$ cat src/rtl/cpu_mon_pkg.sv
// Shared constants and state encoding for the CPU run monitor.
package cpu_mon_pkg;

    localparam int unsigned PC_W             = 32;
    localparam int unsigned DEF_MAX_CLOCKS   = 200000;
    localparam int unsigned DEF_HALT_STABLE  = 8;
    localparam int unsigned DEF_RESET_CYCLES = 2;
    localparam int unsigned DEF_CNT_W        = 32;

    typedef enum logic [1:0] {
        ST_HOLD    = 2'd0,
        ST_RUN     = 2'd1,
        ST_DONE    = 2'd2,
        ST_TIMEOUT = 2'd3
    } state_e;

endpackage

$ cat src/rtl/cpu_run_monitor_pc_stability_detector.sv
// Flags a PC change each cycle and reports when the PC has stayed put long enough to count as a halt.
module pc_stability_detector
    import cpu_mon_pkg::*;
#(
    parameter int unsigned HALT_STABLE = DEF_HALT_STABLE
) (
    input  logic            input_clk,
    input  logic            rst,
    input  logic            enable_i,
    input  logic [PC_W-1:0] cpu_pc_i,
    output logic            pc_stable_c,
    output logic            changed_c
);

    localparam int unsigned       STB_W   = $clog2(HALT_STABLE + 1);
    localparam logic [STB_W-1:0]  STB_MAX = STB_W'(HALT_STABLE);
    localparam logic [STB_W-1:0]  STB_HIT = STB_W'(HALT_STABLE - 1);

    logic [PC_W-1:0]  prev_pc_q;
    logic [STB_W-1:0] stable_q;
    logic [STB_W-1:0] stable_d;
    logic             same_c;

    // Run length of unchanged PC; cleared outside RUN so every run starts fresh.
    always_comb begin
        same_c      = (cpu_pc_i == prev_pc_q);
        changed_c   = enable_i && !same_c;
        pc_stable_c = enable_i && same_c && (stable_q >= STB_HIT);
        stable_d    = '0;
        if (enable_i && same_c) begin
            stable_d = (stable_q == STB_MAX) ? stable_q : stable_q + STB_W'(1);
        end
    end

    always_ff @(posedge input_clk) begin
        if (rst) begin
            prev_pc_q <= '0;
            stable_q  <= '0;
        end else begin
            prev_pc_q <= cpu_pc_i;
            stable_q  <= stable_d;
        end
    end

endmodule

$ cat src/rtl/cpu_run_monitor.sv
// Holds the CPU in reset, runs it, detects halt or watchdog expiry and hands back a one-shot result.
module cpu_run_monitor
    import cpu_mon_pkg::*;
#(
    parameter int unsigned MAX_CLOCKS   = DEF_MAX_CLOCKS,
    parameter int unsigned RESET_CYCLES = DEF_RESET_CYCLES,
    parameter int unsigned HALT_STABLE  = DEF_HALT_STABLE,
    parameter int unsigned CNT_W        = DEF_CNT_W
) (
    input  logic             input_clk,
    input  logic             rst,
    input  logic [PC_W-1:0]  cpu_PC,
    input  logic             cpu_hlt,
    output logic             cpu_rst,
    output logic             running,
    output logic             done,
    output logic             timeout,
    output logic [CNT_W-1:0] cycles_consumed,
    output logic             result_valid,
    input  logic             result_ready
);

    localparam int unsigned       HOLD_W    = (RESET_CYCLES > 1) ? $clog2(RESET_CYCLES) : 1;
    localparam logic [HOLD_W-1:0] HOLD_LAST = HOLD_W'(RESET_CYCLES - 1);
    localparam logic [CNT_W-1:0]  CNT_MAX   = '1;
    localparam logic [CNT_W-1:0]  CNT_LIMIT = CNT_W'(MAX_CLOCKS - 1);
    localparam logic [CNT_W-1:0]  CNT_TOTAL = CNT_W'(MAX_CLOCKS);

    state_e            state_q, state_d;
    logic [HOLD_W-1:0] hold_q, hold_d;
    logic [CNT_W-1:0]  cnt_q, cnt_d;
    logic [CNT_W-1:0]  last_chg_q, last_chg_d;
    logic [CNT_W-1:0]  cyc_q, cyc_d;
    logic              valid_q, valid_d;
    logic              cpu_rst_q, cpu_rst_d;
    logic              running_q, running_d;
    logic              done_q, done_d;
    logic              timeout_q, timeout_d;
    logic              run_c, halt_c, pc_stable_c, changed_c;
    logic [CNT_W-1:0]  end_cnt_c;

    assign run_c = (state_q == ST_RUN);

    pc_stability_detector #(
        .HALT_STABLE (HALT_STABLE)
    ) u_pc_stab (
        .input_clk   (input_clk),
        .rst         (rst),
        .enable_i    (run_c),
        .cpu_pc_i    (cpu_PC),
        .pc_stable_c (pc_stable_c),
        .changed_c   (changed_c)
    );

    always_comb begin
        state_d    = state_q;
        hold_d     = hold_q;
        cnt_d      = cnt_q;
        last_chg_d = last_chg_q;
        cyc_d      = cyc_q;
        valid_d    = valid_q;
        halt_c     = cpu_hlt || pc_stable_c;
        // Explicit hlt ends at the current cycle; a stable PC ends at its last change.
        end_cnt_c  = cpu_hlt ? cnt_q : last_chg_q;

        case (state_q)
            ST_HOLD: begin
                hold_d = hold_q + HOLD_W'(1);
                if (hold_q == HOLD_LAST) begin
                    state_d    = ST_RUN;
                    hold_d     = '0;
                    cnt_d      = CNT_W'(1);
                    last_chg_d = '0;
                end
            end
            ST_RUN: begin
                if (cnt_q != CNT_MAX) begin
                    cnt_d = cnt_q + CNT_W'(1);
                end
                if (changed_c) begin
                    last_chg_d = cnt_q;
                end
                if (halt_c) begin
                    state_d = ST_DONE;
                    cyc_d   = (end_cnt_c == CNT_MAX) ? CNT_MAX : end_cnt_c + CNT_W'(1);
                    valid_d = 1'b1;
                end else if (cnt_q == CNT_LIMIT) begin
                    state_d = ST_TIMEOUT;
                    cyc_d   = CNT_TOTAL;
                    valid_d = 1'b1;
                end
            end
            default: begin
                if (valid_q && result_ready) begin
                    valid_d = 1'b0;
                end
            end
        endcase

        cpu_rst_d = (state_d != ST_RUN);
        running_d = (state_d == ST_RUN);
        done_d    = (state_d == ST_DONE);
        timeout_d = (state_d == ST_TIMEOUT);
    end

    always_ff @(posedge input_clk) begin
        if (rst) begin
            state_q    <= ST_HOLD;
            hold_q     <= '0;
            cnt_q      <= '0;
            last_chg_q <= '0;
            cyc_q      <= '0;
            valid_q    <= 1'b0;
            cpu_rst_q  <= 1'b1;
            running_q  <= 1'b0;
            done_q     <= 1'b0;
            timeout_q  <= 1'b0;
        end else begin
            state_q    <= state_d;
            hold_q     <= hold_d;
            cnt_q      <= cnt_d;
            last_chg_q <= last_chg_d;
            cyc_q      <= cyc_d;
            valid_q    <= valid_d;
            cpu_rst_q  <= cpu_rst_d;
            running_q  <= running_d;
            done_q     <= done_d;
            timeout_q  <= timeout_d;
        end
    end

    assign cpu_rst         = cpu_rst_q;
    assign running         = running_q;
    assign done            = done_q;
    assign timeout         = timeout_q;
    assign cycles_consumed = cyc_q;
    assign result_valid    = valid_q;

endmodule

$ cat config.mk
export PLATFORM = sky130hd
export DESIGN_NAME = cpu_run_monitor
export DESIGN_NICKNAME = d
export VERILOG_FILES = /design/src/rtl/cpu_mon_pkg.sv /design/src/rtl/cpu_run_monitor_pc_stability_detector.sv /design/src/rtl/cpu_run_monitor.sv
export SDC_FILE = /design/constraint.sdc
export NUM_CORES = 1
export LEC_CHECK = 0
export ABC_AREA = 0
export CAP_MARGIN = 20
export CORE_UTILIZATION = 52
export CTS_CLUSTER_SIZE = 14
export DETAILED_ROUTE_END_ITERATION = 10
export PLACE_DENSITY = 0.77
export SYNTH_ARGS = -nofsm -noshare
export SYNTH_HDL_FRONTEND = slang
export SYNTH_HIERARCHICAL = 1
export SYNTH_SLANG_ARGS = --single-unit
export TNS_END_PERCENT = 20
$ cat constraint.sdc
create_clock -name input_clk -period 3.82 [get_ports input_clk]
set_input_delay 0.764 -clock input_clk [delete_from_list [all_inputs] [get_ports input_clk]]
set_output_delay 0.764 -clock input_clk [all_outputs]
set_load 0.02 [all_outputs]
### After elaboration in Yosys (flattened, before gate mapping)

Cells that the tools add are included.

* word-level logic and storage cells: 67
* input bits: 36
* bits in registers: 140
* output and inout bits: 37

* add/sub/neg operators: 4
* reduce and logical (&&, ||, !) cells: 15
* mux-type cells: 19
* bitwise operators: 2
* $lt $le $gt $ge: 1
* equal/unequal tests: 14

Operators with widths (number)
* 32-bit two-way mux: 8
* 32-bit case mux with 2 select lines: 2
* 32-bit by 1-bit adder with 32-bit output, second input constant: 2
* 32-bit by 18-bit equality test with 1-bit output, second input constant: 1
* 32-bit equality test: 1
* 32-bit equality test, second input constant: 1
* 32-bit != test, second input constant: 1
* 3-bit AND reduction: 3
* 2-bit two-way mux: 3
* 2-bit != test, second input constant: 3
* 2-bit nonzero test: 3
* 4-bit by 1-bit adder with 4-bit output, second input constant: 1
* 2-bit by 1-bit equality test with 1-bit output, second input constant: 2
* 2-bit equality test, second input constant: 2
* 4-bit equality test, second input constant: 1
* 4-bit by 3-bit greater-or-equal comparator with 1-bit output, second input constant: 1
* 1-bit logical AND: 4
* 1-bit two-way mux: 4
* 2-bit case mux with 2 select lines: 1
* 3-bit != test, second input constant: 1
* 2-bit logical NOT: 1
* 2-bit by 1-bit != test with 1-bit output, second input constant: 1
* 1-bit NOT: 2
* 1-bit case mux with 2 select lines: 1
* 5 further kinds: 5

### Longest topological paths before layout

* word-level depth: 7
* depth in mapped cells: 14
* mapped depth without buffers: 9

### By module

Netlist, hierarchy kept.

By module, submodules not included
* cpu_run_monitor: area an instance 5683.0 um^2, sequential area each 2082.0 um^2, instances 1, cells each 700
* pc_stability_detector: area an instance 1432.6 um^2, sequential area each 720.7 um^2, instances 1, cells each 135

### Least setup slack after synthesis

No wires, ideal clock.

* kind: input port to flip-flop
* start point: input cpu_hlt
* end point: register cyc_q[21] (netlist: cycles_consumed[21])
* path buffers: 6
* arrival: 3739 ps
* path slack: 12 ps
* data required time: 3751 ps
* setup time: 69 ps
* stages on the path: 14
* path through: buf_6 > buf_6 > buf_2 > buf_2 > buf_1 > mux2_2 > ha_1 > nand4_1 > a221oi_4 > and4_1 > nor3b_4 > buf_4 > a21oi_1 > o21ai_1

* word-level cells in the longest chain between the ends: 4
* elaborated cells between the ends (all ways): 8
* those cells by class: 1 x add/sub; 1 x eq/ne; 3 x mux; 3 x reduce/logical

Ends and longest elaborated chain
* start, declared: line cpu_run_monitor.sv:13 `input logic cpu_hlt,`
* 32-bit two-way mux: line cpu_run_monitor.sv:64 `end_cnt_c = cpu_hlt ? cnt_q : last_chg_q;`
* 32-bit by 1-bit adder with 32-bit output / 32-bit equality test (equally long branches): line cpu_run_monitor.sv:85 `cyc_d = (end_cnt_c == CNT_MAX) ? CNT_MAX : end_cnt_c + CNT_W'(1);`
* 32-bit two-way mux: line cpu_run_monitor.sv:85
* 32-bit two-way mux: line cpu_run_monitor.sv:83 `if (halt_c) begin`
* end signal, assigned: line cpu_run_monitor.sv:123 `cyc_q <= cyc_d;`
* end, declared: line cpu_run_monitor.sv:33 `logic [CNT_W-1:0] cyc_q, cyc_d;`

Several ways; a longest one is shown, not always the timed one.
A chain may end at the register's enable or synchronous reset.

### Final worst setup path

* start point: input cpu_PC[4]
* end point: register cyc_q[13] (netlist: cycles_consumed[13])

* word-level cells in the longest chain between the ends: 6
* elaborated cells between the ends (all ways): 7
* those cells by class: 1 x eq/ne; 1 x mux; 5 x reduce/logical

Ends and longest elaborated chain
* start, declared: line cpu_run_monitor.sv:12 `input logic [PC_W-1:0] cpu_PC,`
* 32-bit equality test (*): line cpu_run_monitor_pc_stability_detector.sv:26 `same_c = (cpu_pc_i == prev_pc_q);`
* 1-bit logical AND (*) (2 in series): line cpu_run_monitor_pc_stability_detector.sv:28 `pc_stable_c = enable_i && same_c && (stable_q >= STB_HIT);`
* via pc_stable_c: line cpu_run_monitor.sv:39 `logic run_c, halt_c, pc_stable_c, changed_c;`
* 1-bit logical OR (*): line cpu_run_monitor.sv:62 `halt_c = cpu_hlt || pc_stable_c;`
* 2-bit nonzero test (no line)
* 2-bit AND reduction (no line)

Mark *: on every way through the listed nets, which the timed path passes. The rest lies on a longest branch.

==> results by group <==
Cells and area
  • Footprint of the multi-input gates: 3960 um2
  • Fillers: 1123
  • Layout cells sized above 1: 9.39%
  • Final Non-Filler Cells: 1071
  • ANT cells: 0
  • Flip-flop and latch area: 2800 um2
  • Final-stage net count: 923
  • Area grow syn2layout: 20.2%

Logic synthesis
  • Cell taking the most area after synthesis: dfxtp_1
  • Most frequent cell after synthesis: dfxtp_1
  • Ys Warns: 6
  • Top cells by area, synth: dfxtp_1, xor2_1, xnor2_1, nor2_1, a21oi_1
  • Synthesized netlist cell count: 835
  • Mapped Nets: 875
  • Asr flop ratio synth: 0%
  • Synth Flop Type: dfxtp_1
  • Syn avg cell area: 8.52 um2
  • Seq cells post-synth: 140
  • Post-synth top cells: dfxtp_1, nor2_1, a21oi_1
  • Post-synth top area share: 39.4%
  • Seq/Total Area, Yosys: 39.4%
  • Syn Std Cell Area: 7120 um2
  • Netlist cell types: 65
  • Number of flops mapped to enable cells by yosys: 0

Floorplanning
  • Die height: 119 um
  • Die area: 14200 um2
  • Die Wd: 119 um
  • Ports: 73
  • Initial Util: 53.5%
  • Core area: 13300 um2
  • Core Rows: 42

Routing
  • DR iter-0 viols: 420
  • Remaining DRCs: 0
  • Via count: 6040
  • Vias per cell: 5.64
  • Per-cell routed wire length: 15.1 um
  • DRT antenna net count: 0
  • Final WL: 16200 um
  • Drt first pass iters: 5

Critical path
  • Worst reg2reg path depth: 11
  • Worst-path cell chain: clkdlybuf4s50_1 -> xor2_1 -> nor4_1 -> nand4_1 -> nor4b_1 -> buf_4 -> o21a_1 -> nand2b_1 -> nor3b_4 -> buf_4 -> a21oi_1 -> o21ai_0
  • Max stage delay on crit path: 450 ps
  • Crit. End Element: register
  • CP max FO: 17
  • Most common cell on crit path: buf_4
  • CP arrival: 3610 ps
  • CP Class: primary input to register
  • Reg-to-Reg End: cycles_consumed[13]
  • Origin of the critical flop-to-flop path: u_pc_stab/prev_pc_q[4]
  • Crit path capture: cycles_consumed[13]
  • Startpoint types: primary input
  • Slowest-stage cell, CP: nor4b_1
  • Worst Setup SP: cpu_PC[4]
  • Req. time, crit path: 4160 ps
  • Worst R2R Setup Slack: 1040 ps

Pwr
  • Power Total: 4.00 mW
  • Power per cell area: 468 nW/um2
  • Pleak: 3.17 nW
  • IR Drop Worst-Case VDD: 0.000342 V

STA
  • RSZ-0062 raised after global routing: false
  • F_max: 305 MHz
  • Tcrit/Tclk final: 85.8%
  • Final Critical Period: 3280 ps
  • Setup Skew: 10.3 ps
  • Fin. max-slew vios: 0
  • Final TNS setup: 0 ps
  • Fin. Hold Viols: 0
  • Relative slew slack: 34.4%
  • Worst Tran Pin Value: 984 ps
  • Worst setup margin: 543 ps
  • # setup viols final: 0

CTS
  • Total CTS buffers: 17
  • CTS tree: yes
  • CTS clock-pin slew for the worst setup and hold paths: 60 ps
  • Clock Tree Buf Depth: 2
  • Clock Latency Late Sink: 420 ps
  • Clock root cell: clkbuf_16
  • Hold buffers post-CTS: 0
  • Num Clock Sinks: 140
  • H-Tree Depth: 4
  • Postcts setup bufs: 0
  • Post-CTS Resized: 0

Global routing
  • Gr usage total: 24.3%
  • Congestion Overflow GR: 0
  • Initial antenna violation count: 0
  • Largest net degree at the start of global routing: 63
  • Vias in the first global route: 5688
  • First-pass GRT wire length: 27400 um

Run
  • Max-cap viol count: 0

Place
  • Post-place setup slack: 192 ps
  • Placed insts: 1040
  • I/O Buffers: 72
  • Hpwl dp: 11600 um
  • Gpl congestion: 0.875

Run status
  • Outcome: finished, final reports clean

Worst hold path
  • Worst Hold Depth: 2
  • Worst Hold Class: register to register
==> cell usage in the layout (no fill, tap or decap), types with 3 or more instances in the layout <==
| master | instances |
|---|---|
| xor2_1 | 48 |
| or2_2 | 5 |
| clkinv_4 | 3 |
| clkbuf_16 | 17 |
| or4_1 | 4 |
| a221oi_2 | 5 |
| a21oi_1 | 58 |
| and4_1 | 4 |
| ha_1 | 4 |
| xnor2_1 | 44 |
| nor2_1 | 86 |
| clkdlybuf4s50_1 | 70 |
| dfxtp_1 | 140 |
| nand2_1 | 54 |
| bufinv_16 | 5 |
| nor3_1 | 21 |
| a22oi_1 | 3 |
| mux2i_1 | 24 |
| nand4_1 | 23 |
| nand4b_1 | 4 |
| buf_4 | 17 |
| nand3_1 | 29 |
| a211oi_1 | 3 |
| inv_1 | 15 |
| o21ai_0 | 23 |
| nor4_1 | 23 |
| and2_1 | 6 |
| mux2_2 | 6 |
| o21bai_1 | 3 |
| o21ai_1 | 14 |
| nor4b_1 | 6 |
| nor2b_1 | 37 |
| a31oi_1 | 4 |
| and3_1 | 32 |
| nand3b_1 | 8 |
==> registers in the layout, summed over array words and instances, names as in the netlist, 4 cells and up, named ones only <==
signal / flops
cnt_q: 32
cycles_consumed: 32
u_pc_stab/prev_pc_q: 32
u_pc_stab/stable_q: 4
last_chg_q: 32
==> kinds of logic (layout without fill, tap and decap cells) <==
logic type	after synthesis	after routing	synth area share (%)
AOI/OAI and AO/OA	133	133	11.7
xor gates and xnor gates	92	92	11.3
adders and majority gates	4	4	0.703
buffers and inverters	76	136	4.98
DFF	140	140	39.4
muxes	30	30	4.33
and+or+nand+nor	360	360	27.6
==> per-layer routing <==
| layer | track usage (%) | vias up | wire (um) |
|---|---|---|---|
| met2 | 39.4 | 177 | 7760 |
| li1 | - | 3015 | - |
| met3 | 5.12 | 25 | 850 |
| met5 | 0 | - | 0 |
| met4 | 10.1 | 0 | 342 |
| met1 | 31.3 | 2823 | 7270 |
==> report_power, final <==
part	total [mW]	leakage, nW	switching (mW)	internal (mW)
Combinational	0.613	1.72	0.388	0.225
Clock	1.80	0.313	0.622	1.18
Sequential	1.59	1.14	0.0660	1.53
Total	4.00	3.17	1.08	2.93
==> critical path: cells and delay by family <==
kind / cells / cell delay [ps]
AO/OA/AOI/OAI: 3 / 350
XOR/XNOR: 1 / 160
buffers and inverters: 3 / 880
AND/OR/NAND/NOR: 5 / 1450
==> metrics by stage <==
stage | cell area (um2) | util (%) | hold WS (ps)
2_1_floorplan | 7120 | - | 452
3_3_place_gp | 7900 | 59.4 | 429
3_5_place_dp | 7900 | 59.4 | 435
4_1_cts | 8550 | 64.3 | 444
5_1_grt | 8550 | 64.3 | 464
6_report | 8550 | 64.3 | 442
==> cell type report <==
type                            count  share of cell area, %
Clock inverter                     13                   2.50
Sequential cell                   140                   32.8
Multi-Input combinational cell    619                   46.3
Inverter                           15                  0.659
Tap cell                          176                   2.58
Timing Repair Buffer               90                   10.0
Clock buffer                       18                   5.14
==> worst min path at each step <==
stage	startpoint	end	slack, ps
finish	cycles_consumed[2]	cycles_consumed[2]	440
global route	cycles_consumed[4]	cycles_consumed[4]	460
CTS	cycles_consumed[2]	cycles_consumed[2]	440
detailed placement	cycles_consumed[2]	cycles_consumed[2]	430
global placement	cycles_consumed[1]	cycles_consumed[1]	430
floorplan	last_chg_q[31]	last_chg_q[31]	450
Note: power is estimated with default switching activity, not from simulation.
